$ cat src/rtl/tri_stream_if.sv
// Triangle stream bundle: loader-side push port and rasterizer-side output port.
// The driver takes the master view; the loader/rasterizer environment takes the slave view.
interface tri_stream_if #(
   parameter int SIGFIG = 24,
   parameter int VERTS  = 3,
   parameter int AXIS   = 3,
   parameter int COLORS = 3
);
   logic                     load_valid;
   logic                     load_ready;
   logic signed [SIGFIG-1:0] load_tri [VERTS][AXIS];
   logic        [SIGFIG-1:0] load_color [COLORS];
   logic                     load_last;
   logic signed [SIGFIG-1:0] tri_R10S [VERTS][AXIS];
   logic        [SIGFIG-1:0] color_R10U [COLORS];
   logic                     validTri_R10H;
   logic                     halt_RnnnnL;

   modport master (
      input  load_valid, load_tri, load_color, load_last, halt_RnnnnL,
      output load_ready, tri_R10S, color_R10U, validTri_R10H
   );

   modport slave (
      output load_valid, load_tri, load_color, load_last, halt_RnnnnL,
      input  load_ready, tri_R10S, color_R10U, validTri_R10H
   );
endinterface

$ cat src/rtl/tri_stream_driver.sv
// Buffers loaded triangles in a small FIFO and streams them to the rasterizer
// with a valid/halt handshake, counting deliveries and flagging the last one.
module tri_stream_driver #(
   parameter int SIGFIG = 24,
   parameter int RADIX  = 10,
   parameter int VERTS  = 3,
   parameter int AXIS   = 3,
   parameter int COLORS = 3,
   parameter int DEPTH  = 4
) (
   input  logic                       clk,
   input  logic                       rst,
   tri_stream_if.master               bus,
   output logic [31:0]                tri_count,
   output logic [$clog2(DEPTH):0]     fifo_level,
   output logic                       done
);
   localparam int PW = $clog2(DEPTH);
   localparam int LW = PW + 1;

   // Elaboration-time guards on the parameter set.
   if (RADIX >= SIGFIG) begin : g_bad_radix
      $error("RADIX must leave at least one integer bit");
   end
   if ((DEPTH < 2) || ((DEPTH & (DEPTH - 1)) != 0)) begin : g_bad_depth
      $error("DEPTH must be a power of 2 and at least 2");
   end

   typedef enum logic [1:0] {IDLE, STREAM, DONE} state_t;

   state_t                   r_state;
   logic signed [SIGFIG-1:0] r_fifo_tri   [DEPTH][VERTS][AXIS];
   logic        [SIGFIG-1:0] r_fifo_color [DEPTH][COLORS];
   logic                     r_fifo_last  [DEPTH];
   logic [PW-1:0]            r_wr_ptr;
   logic [PW-1:0]            r_rd_ptr;
   logic [LW-1:0]            r_level;
   logic                     r_last_seen;
   logic signed [SIGFIG-1:0] r_out_tri   [VERTS][AXIS];
   logic        [SIGFIG-1:0] r_out_color [COLORS];
   logic                     r_out_last;
   logic                     r_valid;
   logic [31:0]              r_tri_count;
   logic                     r_done;

   logic w_full;
   logic w_empty;
   logic w_load_ready;
   logic w_push;
   logic w_xfer;
   logic w_pop;

   assign w_full  = (r_level == LW'(DEPTH));
   assign w_empty = (r_level == '0);
   // A full FIFO refuses even when a pop frees a slot this cycle: no bypass.
   assign w_load_ready = rst && !w_full && (r_state != DONE) && !r_last_seen;
   assign w_push = bus.load_valid && w_load_ready;
   assign w_xfer = r_valid && bus.halt_RnnnnL;
   assign w_pop  = (!r_valid || w_xfer) && !w_empty;

   // NOTE: storage arrays carry no reset; the pointers and level define which entries are live.
   always_ff @(posedge clk) begin
      if (w_push) begin
         r_fifo_tri[r_wr_ptr]   <= bus.load_tri;
         r_fifo_color[r_wr_ptr] <= bus.load_color;
         r_fifo_last[r_wr_ptr]  <= bus.load_last;
      end
   end

   // NOTE: sequential state uses non-blocking assignments so every register samples pre-edge values.
   always_ff @(posedge clk or negedge rst) begin
      if (!rst) begin
         r_state     <= IDLE;
         r_wr_ptr    <= '0;
         r_rd_ptr    <= '0;
         r_level     <= '0;
         r_last_seen <= 1'b0;
         r_out_tri   <= '{default: '0};
         r_out_color <= '{default: '0};
         r_out_last  <= 1'b0;
         r_valid     <= 1'b0;
         r_tri_count <= '0;
         r_done      <= 1'b0;
      end else begin
         if (w_push) begin
            r_wr_ptr <= r_wr_ptr + 1'b1;
            if (bus.load_last) r_last_seen <= 1'b1;
         end
         if (w_pop) r_rd_ptr <= r_rd_ptr + 1'b1;
         case ({w_push, w_pop})
            2'b10:   r_level <= r_level + 1'b1;
            2'b01:   r_level <= r_level - 1'b1;
            default: r_level <= r_level;
         endcase
         if (w_xfer) r_tri_count <= r_tri_count + 32'd1;

         // Refill the output register on an empty slot or on the edge its contents leave.
         if (w_pop) begin
            r_out_tri   <= r_fifo_tri[r_rd_ptr];
            r_out_color <= r_fifo_color[r_rd_ptr];
            r_out_last  <= r_fifo_last[r_rd_ptr];
            r_valid     <= 1'b1;
         end else if (w_xfer) begin
            r_valid <= 1'b0;
         end

         case (r_state)
            IDLE:    if (w_push) r_state <= STREAM;
            STREAM:  if (w_xfer && r_out_last) begin
                        r_state <= DONE;
                        r_done  <= 1'b1;
                     end
            default: r_state <= r_state;
         endcase
      end
   end

   assign bus.load_ready    = w_load_ready;
   assign bus.tri_R10S      = r_out_tri;
   assign bus.color_R10U    = r_out_color;
   assign bus.validTri_R10H = r_valid;
   assign tri_count         = r_tri_count;
   assign fifo_level        = r_level;
   assign done              = r_done;
endmodule
$ cat src/flat_wrapper.sv
// flat-port wrapper written by rule: the top's interface ports become plain ports
module tri_stream_driver_flat 
#(
   parameter int SIGFIG = 24,
   parameter int RADIX  = 10,
   parameter int VERTS  = 3,
   parameter int AXIS   = 3,
   parameter int COLORS = 3,
   parameter int DEPTH  = 4
)
  (clk, rst, tri_count, fifo_level, done, bus_load_valid, bus_load_tri, bus_load_color, bus_load_last, bus_halt_RnnnnL, bus_load_ready, bus_tri_R10S, bus_color_R10U, bus_validTri_R10H);
  tri_stream_if #(.SIGFIG(SIGFIG), .VERTS(VERTS), .AXIS(AXIS), .COLORS(COLORS)) bus_i ();
  input  logic clk;
  input  logic rst;
  output logic [31:0] tri_count;
  output logic [$clog2(DEPTH):0] fifo_level;
  output logic done;
  input wire logic [$bits(bus_i.load_valid)-1:0] bus_load_valid;
  input wire logic [$bits(bus_i.load_tri)-1:0] bus_load_tri;
  input wire logic [$bits(bus_i.load_color)-1:0] bus_load_color;
  input wire logic [$bits(bus_i.load_last)-1:0] bus_load_last;
  input wire logic [$bits(bus_i.halt_RnnnnL)-1:0] bus_halt_RnnnnL;
  output wire logic [$bits(bus_i.load_ready)-1:0] bus_load_ready;
  output wire logic [$bits(bus_i.tri_R10S)-1:0] bus_tri_R10S;
  output wire logic [$bits(bus_i.color_R10U)-1:0] bus_color_R10U;
  output wire logic [$bits(bus_i.validTri_R10H)-1:0] bus_validTri_R10H;
  assign bus_i.load_valid = bus_load_valid;
  assign bus_i.load_tri = {>>{bus_load_tri}};
  assign bus_i.load_color = {>>{bus_load_color}};
  assign bus_i.load_last = bus_load_last;
  assign bus_i.halt_RnnnnL = bus_halt_RnnnnL;
  assign bus_load_ready = bus_i.load_ready;
  assign bus_tri_R10S = {>>{bus_i.tri_R10S}};
  assign bus_color_R10U = {>>{bus_i.color_R10U}};
  assign bus_validTri_R10H = bus_i.validTri_R10H;
  tri_stream_driver #(.SIGFIG(SIGFIG), .RADIX(RADIX), .VERTS(VERTS), .AXIS(AXIS), .COLORS(COLORS), .DEPTH(DEPTH)) u_core (.clk(clk), .rst(rst), .bus(bus_i), .tri_count(tri_count), .fifo_level(fifo_level), .done(done));
endmodule
$ cat config.mk
export PLATFORM = sky130hd
export DESIGN_NAME = tri_stream_driver_flat
export DESIGN_NICKNAME = d
export VERILOG_FILES = /design/src/rtl/tri_stream_if.sv /design/src/rtl/tri_stream_driver.sv /design/src/flat_wrapper.sv
export SDC_FILE = /design/constraint.sdc
export NUM_CORES = 1
export LEC_CHECK = 0
export ABC_AREA = 1
export CORE_UTILIZATION = 35
export CTS_CLUSTER_SIZE = 20
export DETAILED_ROUTE_END_ITERATION = 12
export PLACE_DENSITY_LB_ADDON = 0.15
export SLEW_MARGIN = 20
export SYNTH_ARGS = -nofsm -noshare
export SYNTH_HDL_FRONTEND = slang
export SYNTH_SLANG_ARGS = --single-unit
$ cat constraint.sdc
create_clock -name clk -period 16.55 [get_ports clk]
set_input_delay 3.31 -clock clk [delete_from_list [all_inputs] [get_ports clk]]
set_output_delay 3.31 -clock clk [all_outputs]
set_load 0.01 [all_outputs]
==> metrics.md <==
| Metric | Value |
|---|---|
| Status | `finished, final reports clean` |
| Finished Core Util | `43.91%` |
| Synth cell types | `28` |
| Worst-Skew Late Latency | `0.77 ns` |
| CTS sink cnt | `1,489` |
| Fin. Hold Viols | `0` |
| GPL Wtd Cong | `0.7505` |
| CTS Root Cell | `clkbuf_16` |
| R2R setup slack | `11.60 ns` |
| Post-layout power | `0.01186 W` |
| Reg2Reg Depth | `8` |
| Kind of path behind the tightest hold check | `register to register` |
| Hold Path End | `u_core.done$_DFFE_PN0P_` |
| Postcts setup bufs | `0` |
| Peak Freq | `119.0 MHz` |
| RSZ-0062 raised after global routing | `false` |
| Vias in the first global route | `32,430` |
| Drt first pass iters | `5` |
| Die Width | `400.8 um` |
| Synth warn | `0` |
| Mean Syn Cell Area | `12.92 um^2` |
| Worst Path Required | `13.24 ns` |
| Most common cell after layout, fill and taps aside | `nor2_1` |
| MaxCap Viol Count | `0` |
| Hold-fix buffers, CTS | `0` |
| Resize count post-CTS | `0` |
| Cell area after synthesis | `55,650 um^2` |
| Pin count of the biggest net entering global routing | `227` |
| Synth top area cells | `edfxtp_1 (62%), dfrtp_1 (15%), nor2_1 (10%), o21ai_0 (5.3%), a31oi_1 (3.2%)` |
| DP Wirelength | `81,170 um` |
| Starting DRT DRC Count | `2,152` |
| Finish-stage setup viols | `0` |
| Slew HR | `16.14%` |
| Leakage power | `23.71 nW` |
| Clock Skews | `0.02454 ns` |
| Clk slew on worst S/H paths | `0.06 ns` |
| R2r endpoint | `u_core.r_fifo_tri[2][49]$_DFFE_PP_` |
| Worst path cell trace | `buf_8 > inv_1 > nor3_1 > and2_1 > clkdlybuf4s50_1` |
| Critical Path AT | `5.09 ns` |
| # H-tree levels | `4` |
| Hold path depth | `2` |
| Die Y | `400.8 um` |
| Vias | `34,060` |
| CTS tree | `done` |
| Worst-Margin Slew | `1.258 ns` |
| WL/cell | `20.79 um` |
| Routed Antenna Nets | `0` |
| First-pass GRT wire length | `216,800 um` |
| Grt ovf | `0` |
| Synth Register Bits | `1,489` |
| Core area | `157,100 um^2` |
| Worst Path Max Fanout | `43` |
| Cell area power density | `171.9 nW/um^2` |
| Initial Util | `35.42%` |
| # rows | `145` |
| GRT Overall Usage | `18.00%` |
| Post-Syn Instances | `4,306` |
| VDD IR max | `0.1731 mV` |
| Startpoint Class | `input port` |
| Post-synth net total | `4,606` |
| Vias per inst | `4.808` |
| Synth top area share | `62.38%` |
| CTS max path bufs | `3` |
| Hold Startpoint | `u_core.done$_DFFE_PN0P_` |
| Die area | `160,600 um^2` |
| Slowest CP cell | `clkdlybuf4s50_1` |
| Commonest cells after routing, fill and taps aside | `nor2_1 (1,478), edfxtp_1 (1,156), clkdlybuf4s50_1 (617)` |
| Fin crit share | `50.76%` |
| Seq/Total Area, Yosys | `77.35%` |
| Worst Setup End Kind | `output port` |
| Slowest stage delay, CP | `0.59 ns` |
| FF-to-FF Start | `u_core.r_state[1]$_DFFE_PN0P_` |
| Fin Hold WS | `0.4722 ns` |
| WS Path Type | `input port to output port` |
| Initial antenna violation count | `25` |
| PortBufs | `618` |
| I/O pin count | `619` |
| Synthesis-to-layout area growth | `23.98%` |
| Final wirelength | `147,200 um` |
| Number of remaining DRC errors | `0` |
| Cts bufs inserted | `162` |
| Post-layout nets | `5,177` |
| Max-slew violations | `0` |
| Layout cells sized above 1 | `5.664%` |
| Crit path time final | `8.401 ns` |
| Biggest area consumer among synthesized cells | `edfxtp_1` |
-- through the flow --
step                worst slack [ns]  area (um^2)  TNS, ns  instances
finish                         8.149        69000        0       7084
global route                   7.998        68980        0       7079
CTS                            8.097        68940        0       7071
detailed placement             7.879        63700        0       6770
global placement               7.947        63700        0       6770
floorplan                    -0.2708        55650  -313.09       4306
-- where the power goes --
group          leakage, nW  internal (W)  switching, W
Clock                 2.55       0.00209       0.00146
Sequential            14.2       0.00443      0.000276
Combinational         6.97       0.00143       0.00217
-- sequential cells by signal (all words and copies together) (netlist names) --
register and count:
u_core.done 1, u_core.bus.tri_R10S 216, u_core.bus.color_R10U 72, u_core.r_fifo_last 4, u_core.r_fifo_color 288, u_core.r_state 2, u_core.tri_count 32, u_core.r_fifo_tri 864
u_core.fifo_level 3, u_core.bus.validTri_R10H 1, u_core.r_last_seen 1, u_core.r_rd_ptr 2, u_core.r_out_last 1, u_core.r_wr_ptr 2
-- worst max path at each step --
| stage | start | to | slack, ns | depth (start not counted) |
|---|---|---|---|---|
| after floorplan | rst | u_core.r_fifo_color[0][0]$_DFFE_PP_ | -0.27 | 4 |
| final | rst | bus_load_ready | 8.15 | 5 |
| after detailed placement | rst | u_core.r_fifo_color[2][60]$_DFFE_PP_ | 7.88 | 8 |
| after global placement | rst | u_core.r_fifo_color[2][58]$_DFFE_PP_ | 7.95 | 8 |
| after CTS | rst | bus_load_ready | 8.10 | 5 |
| after global routing | rst | bus_load_ready | 8.00 | 5 |
-- cell type report --
cell class / count / area, um^2
fill: 14280 / 88120
clock inverter: 54 / 583.1
sequential: 1489 / 43050
tap: 2058 / 2575
timing repair buffer: 662 / 6679
antenna: 12 / 30.03
multi-input combinational: 2507 / 11190
inverter: 55 / 221.5
clock buffer: 247 / 4659
-- worst max-delay path, delay by kind of cell --
family	cells	cell delay, ns
buffers and inverters	3	1.10
and+or+nand+nor	2	0.62
-- per-layer routing --
metal  vias to the layer above  share of wire, %  global-route usage, %
met5                         -              0.11                      0
met1                     16600                44                  24.31
li1                      16380                 -                      -
met2                       818                46                  28.05
met4                        26               2.2                  5.148
met3                       233               7.3                  5.316
-- cells by family (layout without fill, tap and decap cells) --
family,after synthesis,after routing,synth area share [%]
adder cells (fa/ha/maj),7,7,0.1709
buffers and inverters,310,1018,2.606
XOR/XNOR,24,24,0.3777
other,0,12,0
AO/OA/AOI/OAI,878,878,8.564
AND/OR/NAND/NOR,1598,1598,10.93
flip-flops,1489,1489,77.35
-- cells in the mapped netlist --
library cell,number
a21oi_1,3
a31oi_1,289
a31oi_2,1
and2_1,1
buf_1,11
buf_2,109
buf_4,40
clkbuf_1,95
dfrtp_1,333
edfxtp_1,1156
fa_1,1
ha_1,6
inv_1,53
inv_2,2
nand2_1,76
nand2_2,1
nand3_1,19
nand3b_1,1
nand4_1,8
nor2_1,1482
nor2_2,1
nor2_4,3
nor3_1,5
nor4_1,1
o21ai_0,584
o21bai_1,1
xnor2_1,12
xor2_1,12
Note: power is estimated with default switching activity, not from simulation.
